[config.mk]
export PLATFORM = sky130hd
export DESIGN_NAME = clk_gating_ctrl
export DESIGN_NICKNAME = d
export VERILOG_FILES = /design/src/rtl/clk_gating_ctrl_pkg.sv /design/src/rtl/clk_gating_ctrl_timer.sv /design/src/rtl/clk_gating_ctrl.sv
export SDC_FILE = /design/constraint.sdc
export NUM_CORES = 1
export LEC_CHECK = 0
export BUFFER_PORTS_ARGS = -buffer_cell sky130_fd_sc_hd__clkbuf_2
export CORE_ASPECT_RATIO = 0.75
export CORE_MARGIN = 4
export CORE_UTILIZATION = 50
export CTS_BUF_LIST = sky130_fd_sc_hd__clkbuf_2 sky130_fd_sc_hd__clkbuf_4 sky130_fd_sc_hd__clkbuf_8
export DETAILED_ROUTE_END_ITERATION = 16
export GPL_ROUTABILITY_DRIVEN = 1
export PLACE_DENSITY = 0.73
export RECOVER_POWER = 50
export SLEW_MARGIN = 25
export SYNTH_ARGS = -nofsm -noshare
export SYNTH_HDL_FRONTEND = slang
export SYNTH_HIERARCHICAL = 1
export SYNTH_SLANG_ARGS = --single-unit
[constraint.sdc]
create_clock -name clk -period 3.4 [get_ports clk]
set_clock_uncertainty 0.1 [all_clocks]
set_input_delay 0.85 -clock clk [delete_from_list [all_inputs] [get_ports clk]]
set_output_delay 0.85 -clock clk [all_outputs]
set_load 0.02 [all_outputs]
[src/rtl/clk_gating_ctrl_pkg.sv]
// Shared types and helpers for the clock-request controller and its idle/wake timer.
package clk_gating_ctrl_pkg;

  localparam logic [1:0] STATE_ENC_OFF  = 2'd0;
  localparam logic [1:0] STATE_ENC_WAKE = 2'd1;
  localparam logic [1:0] STATE_ENC_ON   = 2'd2;
  localparam logic [1:0] STATE_ENC_HOLD = 2'd3;

  typedef enum logic [1:0] {
    ST_OFF  = STATE_ENC_OFF,
    ST_WAKE = STATE_ENC_WAKE,
    ST_ON   = STATE_ENC_ON,
    ST_HOLD = STATE_ENC_HOLD
  } gate_state_t;

  // Width of a down-counter that must hold the larger of the two delay loads.
  function automatic int timer_width(input int wake_cyc, input int idle_cyc);
    int max_cyc;
    max_cyc = (wake_cyc > idle_cyc) ? wake_cyc : idle_cyc;
    return $clog2(max_cyc + 1);
  endfunction

endpackage

[src/rtl/clk_gating_ctrl_timer.sv]
// Shared loadable down-counter used for both the wake settle delay and the idle hysteresis.
module clk_gating_ctrl_timer #(
  parameter int W = 5
) (
  input  logic         clk,
  input  logic         rst,
  input  logic         load,
  input  logic [W-1:0] load_val,
  input  logic         dec,
  output logic         zero
);

  logic [W-1:0] cnt_r;

  // Counter register: load has priority, decrement stops at zero.
  always_ff @(posedge clk) begin
    if (rst) begin
      cnt_r <= {W{1'b0}};
    end else if (load) begin
      cnt_r <= load_val;
    end else if (dec && (cnt_r != {W{1'b0}})) begin
      cnt_r <= cnt_r - {{(W-1){1'b0}}, 1'b1};
    end else begin
      cnt_r <= cnt_r;
    end
  end

  assign zero = (cnt_r == {W{1'b0}});

endmodule

[src/rtl/clk_gating_ctrl.sv]
// Clock-request controller: sequences one gated clock domain (OFF/WAKE/ON/HOLD) shared by N_REQ requesters.
module clk_gating_ctrl
  import clk_gating_ctrl_pkg::*;
#(
  parameter int N_REQ    = 4,
  parameter int WAKE_CYC = 4,
  parameter int IDLE_CYC = 16,
  parameter int STAT_W   = 16
) (
  input  logic              clk,
  input  logic              rst,
  input  logic [N_REQ-1:0]  req_i,
  input  logic              force_on_i,
  output logic [N_REQ-1:0]  ack_o,
  output logic              gate_en_o,
  output logic [1:0]        state_o,
  output logic [STAT_W-1:0] wake_cnt_o
);

  localparam int TW = timer_width(WAKE_CYC, IDLE_CYC);
  localparam logic [TW-1:0] WAKE_LOAD = TW'(WAKE_CYC - 1);
  localparam logic [TW-1:0] IDLE_LOAD = TW'(IDLE_CYC - 1);

  gate_state_t       state_r, next_state_s;
  logic              any_req_s;
  logic              tmr_load_s, tmr_dec_s, tmr_zero_s;
  logic [TW-1:0]     tmr_load_val_s;
  logic [N_REQ-1:0]  ack_r;
  logic              gate_en_r;
  logic [STAT_W-1:0] wake_cnt_r;

  assign any_req_s = (|req_i) | force_on_i;

  clk_gating_ctrl_timer #(.W(TW)) u_timer (
    .clk      (clk),
    .rst      (rst),
    .load     (tmr_load_s),
    .load_val (tmr_load_val_s),
    .dec      (tmr_dec_s),
    .zero     (tmr_zero_s)
  );

  // Next-state and timer control; a request always wins over an expiring HOLD timer.
  always_comb begin
    next_state_s   = state_r;
    tmr_load_s     = 1'b0;
    tmr_dec_s      = 1'b0;
    tmr_load_val_s = {TW{1'b0}};
    case (state_r)
      ST_OFF: begin
        if (any_req_s) begin
          next_state_s   = ST_WAKE;
          tmr_load_s     = 1'b1;
          tmr_load_val_s = WAKE_LOAD;
        end else begin
          next_state_s = ST_OFF;
        end
      end
      ST_WAKE: begin
        if (tmr_zero_s) begin
          next_state_s = ST_ON;
        end else begin
          tmr_dec_s = 1'b1;
        end
      end
      ST_ON: begin
        if (!any_req_s) begin
          next_state_s   = ST_HOLD;
          tmr_load_s     = 1'b1;
          tmr_load_val_s = IDLE_LOAD;
        end else begin
          next_state_s = ST_ON;
        end
      end
      ST_HOLD: begin
        if (any_req_s) begin
          next_state_s = ST_ON;
        end else if (tmr_zero_s) begin
          next_state_s = ST_OFF;
        end else begin
          tmr_dec_s = 1'b1;
        end
      end
      default: begin
        next_state_s = ST_OFF;
      end
    endcase
  end

  // State, gate enable, acks and the saturating wake statistic.
  always_ff @(posedge clk) begin
    if (rst) begin
      state_r    <= ST_OFF;
      gate_en_r  <= 1'b0;
      ack_r      <= {N_REQ{1'b0}};
      wake_cnt_r <= {STAT_W{1'b0}};
    end else begin
      state_r   <= next_state_s;
      gate_en_r <= (next_state_s != ST_OFF);
      ack_r     <= req_i & {N_REQ{state_r == ST_ON}};
      if ((state_r == ST_OFF) && any_req_s && (wake_cnt_r != {STAT_W{1'b1}})) begin
        wake_cnt_r <= wake_cnt_r + {{(STAT_W-1){1'b0}}, 1'b1};
      end else begin
        wake_cnt_r <= wake_cnt_r;
      end
    end
  end

  assign state_o    = state_r;
  assign gate_en_o  = gate_en_r;
  assign ack_o      = ack_r;
  assign wake_cnt_o = wake_cnt_r;

endmodule

# Word level (Yosys, flattened, before mapping)
# Index checks and enable logic that the tools add are counted.
[totals]
register_bits = 28
wordCells = 39
input_bits = 7
out_inout_bits = 23
[classes]
addsub = 2
reduce_logical = 9
muxes = 17
n_eq_ne = 4
bitwise = 2
[ops]
columns = ["cell", "count"]
rows = [
  ["adder 16 x 1 -> 16 bit, second input constant", 1],
  ["!= test 16 bit, second input constant", 1],
  ["2-to-1 mux 5 bit", 2],
  ["2-to-1 mux 2 bit", 4],
  ["one-hot mux 2 bit (4 select lines)", 1],
  ["one-hot mux 4 bit (2 select lines)", 1],
  ["2-to-1 mux 1 bit", 6],
  ["logical NOT 5 bit", 1],
  ["nonzero test 5 bit", 1],
  ["subtractor 5 x 1 -> 5 bit, second input constant", 1],
  ["bitwise AND 4 bit", 1],
  ["== test 2 bit, second input constant", 2],
  ["2-to-1 mux 4 bit", 1],
  ["one-hot mux 1 bit (2 select lines)", 2],
  ["nonzero test 2 bit", 2],
  ["OR reduction 4 bit", 1],
  ["logical AND 1 bit", 3],
  ["== test 2 x 1 -> 1 bit, second input constant", 1],
  ["logical NOT 2 bit", 1],
  ["OR 1 bit", 1],
]

# Longest topological paths before layout
[depth]
ltp_word = 7
depth_mapped = 10
ltp_nobuf = 9

# Modules after synthesis
# The synthesis kept the hierarchy.
[modules_own_cells]
columns = ["module", "cells_per_inst", "instances", "area_each_um2", "seq_area_each_um2"]
rows = [
  ["clk_gating_ctrl", 135, 1, 1232.4, 460.4],
  ["clk_gating_ctrl_timer", 37, 1, 326.6, 100.1],
]

# Least setup slack after synthesis
# Ideal clock, no wire load.
[synth_timing]
path_type = "input-to-reg"
from = "input port req_i[0]"
to = "register u_timer.cnt_r[1]"
t_required_ns = 3.178
path_slack_ns = 0.427
arrival_ns = 2.751
n_path_buf = 1
path_stages = 7
setup_time_ns = 0.122
path_cell_list = "or4_4 > o21ai_2 > or3b_1 > inv_1 > clkbuf_1 > nor3_1 > a311o_1"
[synth_via]
elab_cells_between_ends = 13
cone_classes = "mux (9); bitwise (1); reduce/logical (3)"
[synth_rtl]
columns = ["element", "line_no", "rtl"]
rows = [
  ["start: declaration", "clk_gating_ctrl.sv:12", "input logic [N_REQ-1:0] req_i,"],
  ["OR reduction 4 bit *", "clk_gating_ctrl.sv:32", "assign any_req_s = (|req_i) | force_on_i;"],
  ["OR 1 bit *", "clk_gating_ctrl.sv:32", ""],
  ["2-to-1 mux 1 bit (on tied branches)", "clk_gating_ctrl.sv:67, clk_gating_ctrl.sv:51", ""],
  ["one-hot mux 1 bit (2 select lines) *", "clk_gating_ctrl.sv:49", "case (state_r)"],
  ["net tmr_load_s", "clk_gating_ctrl.sv:26", "logic tmr_load_s, tmr_dec_s, tmr_zero_s;"],
  ["2-to-1 mux 5 bit or nonzero test 2 bit (tied branches)", "-", ""],
  ["end signal: assignment", "clk_gating_ctrl_timer.sv:18", "cnt_r <= {W{1'b0}};"],
  ["end signal: assignment", "clk_gating_ctrl_timer.sv:20", "cnt_r <= load_val;"],
  ["end signal: assignment", "clk_gating_ctrl_timer.sv:22", "cnt_r <= cnt_r - {{(W-1){1'b0}}, 1'b1};"],
  ["end: declaration", "clk_gating_ctrl_timer.sv:13", "logic [W-1:0] cnt_r;"],
]
# The timed path passes the listed nets; every way through them passes the cells marked *.
# A chain may end at the register's enable or synchronous reset.

# Worst setup path in the final report
# Ends and elaborated chain as after synthesis.

==> results.md <==
* Min Tclk post-route at 2.80 ns
* CORE AREA at 2960 µm²
* Asr flop ratio synth at 0%
* RSZ-0062 raised after global routing: no
* Die H at 56.4 µm
* Root buf cell: clkbuf_8
* Max Root-Sink Buffers at 2
* Antenna violations before repair at 0
* Worst hold path type: flop to flop
* Num CTS Buffers at 3
* Layout cells sized above 1 at 15.3%
* Synthesis-to-layout area growth at 9.71%
* Placed insts at 230
* Crit path required time at 3.47 ns
* Part of the cycle the worst path needs at 82.3%
* HP Start: wake_cnt_o[11]
* Via density at 5.76
* Crit path arrival time at 2.87 ns
* Max cap viols at 0
* Crit. End Element: flop
* Vias in the first global route at 1263
* Vias after detailed routing at 1349
* Initial DRT Pass Iterations at 4
* First-pass GRT wire length at 5570 µm
* Status: finished, final reports clean
* Flops & latches, synth at 28
* Critical path startpoint category: primary input
* Power per Cell Area at 592 nW/µm²
* ANT cells at 0
* Setup TNS Final at 0 ns
* Starting Density at 52.7%
* Post_cts resized at 0
* Most used DFF post-synth: dfxtp_1
* Final hold violation count at 0
* Clock sink count at 28
* Adder-cell share of the synthesized area at 1.61%
* Dominant cells by area after synthesis: dfxtp_1 (36%), a21oi_1 (4.8%), o31ai_1 (3.9%)
* Final Slew Violations at 0
* CTS tree: yes
* Cell taking the most area after synthesis: dfxtp_1
* Top cell type's share of synthesized area at 36.0%
* DP Worst Slack at 0.324 ns
* Synth Area in Compound Gates at 19.3%
* Port Buffers at 29
* Worst slew pin tran at 1.40 ns
* Worst-path clk slew at 0.09 ns
* # nets final at 206
* Post-Route WL at 3250 µm
* Simple logic cell fraction of the synthesized area at 31.7%
* Detail Route Antenna Nets at 0
* Synth cell types at 50
* I/O pin total at 30
* Final setup viols at 0
* Final worst slack at 0.601 ns
* Worst vdd ir at 0.293 mV
* Crit path kind: primary input to flop
* Total GRT Usage at 16.7%
* Mux contribution to synthesized area at 4.33%
* Die Wd at 72.5 µm
* DR WL/cell at 13.9 µm
* Syn. warnings at 6
* Hold buffers post-CTS at 0
* Post-Synth XOR/XNOR Area at 0%
* Residual DRC count at 0
* Site Rows at 17
* Non-filler instance count after layout at 234
* Syn Area/Cell at 9.06 µm²
* Die area at 4080 µm²
* Critical path launch point: req_i[0]
* Slew headroom at 6.60%
* Cells after synthesis at 172
* Iteration-0 DRC Markers at 46
* Skew-Pair Late Insertion Delay at 0.27 ns
* DP HPWL at 2300 µm
* Largest net degree at the start of global routing at 33
* Main combinational cell family by area after synthesis: simple AND/OR/NAND/NOR gates
* Worst r2r src: u_timer/cnt_r[1]
* Buffer count from post-CTS setup fixing at 0
* Largest fanout on the critical path at 11
* Fmax at 357 MHz
* Mapped cell area at 1560 µm²
* Sequential fraction of the synthesis area at 36.0%
* Leakage power at 0.613 nW
* Routability congestion estimate at 0.789
* Grt ovf at 0
* Syn Nets at 181
* H-tree depth at 1
* Number of enable flip-flop cells after synthesis at 0
## cells in the mapped netlist (2+ instances only)
library cell  number
nor3_1             3
o31ai_1            8
nor4_2             2
or4_1              6
nor2_1            13
buf_6              3
a21oi_1           15
a311oi_1           2
nand4_1            8
or4_4              2
o21ai_0            3
dfxtp_1           28
mux2_2             2
nor2b_1            6
nand3_1            8
ha_1               2
nand2_1            6
and3_1             3
mux2_4             3
clkbuf_1           4
and2_1             4
inv_1             10
or3_1              4
## layout make-up
| cell class | count | area (µm²) |
|---|---|---|
| inverters | 10 | 37.5 |
| clock buffers | 4 | 55.1 |
| repair buffers | 29 | 118 |
| flip-flops and latches | 28 | 561 |
| multi-input cells | 125 | 892 |
| well taps | 38 | 47.5 |
| fillers | 278 | 1250 |
## metrics by stage
stage / cell area [µm²] / hold WS, ns / utilization (%) / power (mW)
final: 1710 / 0.413 / 57.9 / 1.01
after global routing: 1710 / 0.466 / 57.9 / 1.08
after CTS: 1740 / 0.421 / 58.8 / 1.02
after detailed placement: 1680 / 0.404 / 56.9 / 0.817
after global placement: 1680 / 0.400 / 56.9 / 0.797
after floorplan: 1560 / 0.375 / - / 0.775
## critical path, cell delays in order
cell and delay, ns:
clkbuf_2 0.08, or4_4 0.57, o21ai_2 0.15, or3b_1 0.40
inv_1 0.30, nor3_1 0.11, a311o_1 0.40
## layer usage
metal | part of all wire (%) | vias to the layer above | routed length, µm | track usage (%)
met5 | 0 | - | 0 | 0
met4 | 0.77 | 0 | 25 | 3.95
met3 | 6.7 | 4 | 217 | 5.01
met2 | 47 | 35 | 1530 | 25.9
met1 | 45 | 618 | 1480 | 22.6
li1 | - | 692 | - | -
## registers in the layout (all words and copies together) (netlist names)
signal / count
wake_cnt_o: 16
u_timer/cnt_r: 5
state_o: 2
gate_en_o: 1
ack_o: 4
## cells in the final DEF (no fill, tap or decap), drive strengths merged, types with 2 or more instances in the layout
master / count
inv: 10
ha: 2
nor3: 4
nand4: 9
mux2: 5
o21ai: 6
o31ai: 8
or4: 8
and2: 4
a311oi: 2
nand2: 6
a2111oi: 2
dfxtp: 28
nor4: 4
or3: 4
and3: 4
a21oi: 15
nor2: 13
clkbuf: 33
nor2b: 6
nand3: 8
## power breakdown
group	internal, mW	switching, mW	total (mW)
Clock	0.104	0.101	0.205
Combinational	0.125	0.258	0.384
Sequential	0.376	0.0481	0.424
Total	0.605	0.408	1.01
## worst paths after layout
path	cells past startpoint	slack, ns	to
worst max-delay path	7	0.60	u_timer/cnt_r[1]
worst max register to register	9	0.96	u_timer/cnt_r[2]
worst min-delay path	2	0.41	wake_cnt_o[11]
worst min register to register	2	0.41	wake_cnt_o[11]
## logic make-up after synthesis
group,after synthesis
and+or+nand+nor,77
AOI/OAI and AO/OA,40
DFF,28
buffers and inverters,19
muxes,5
adders and majority gates,2
other,1
(Power assumes the default switching activity.)
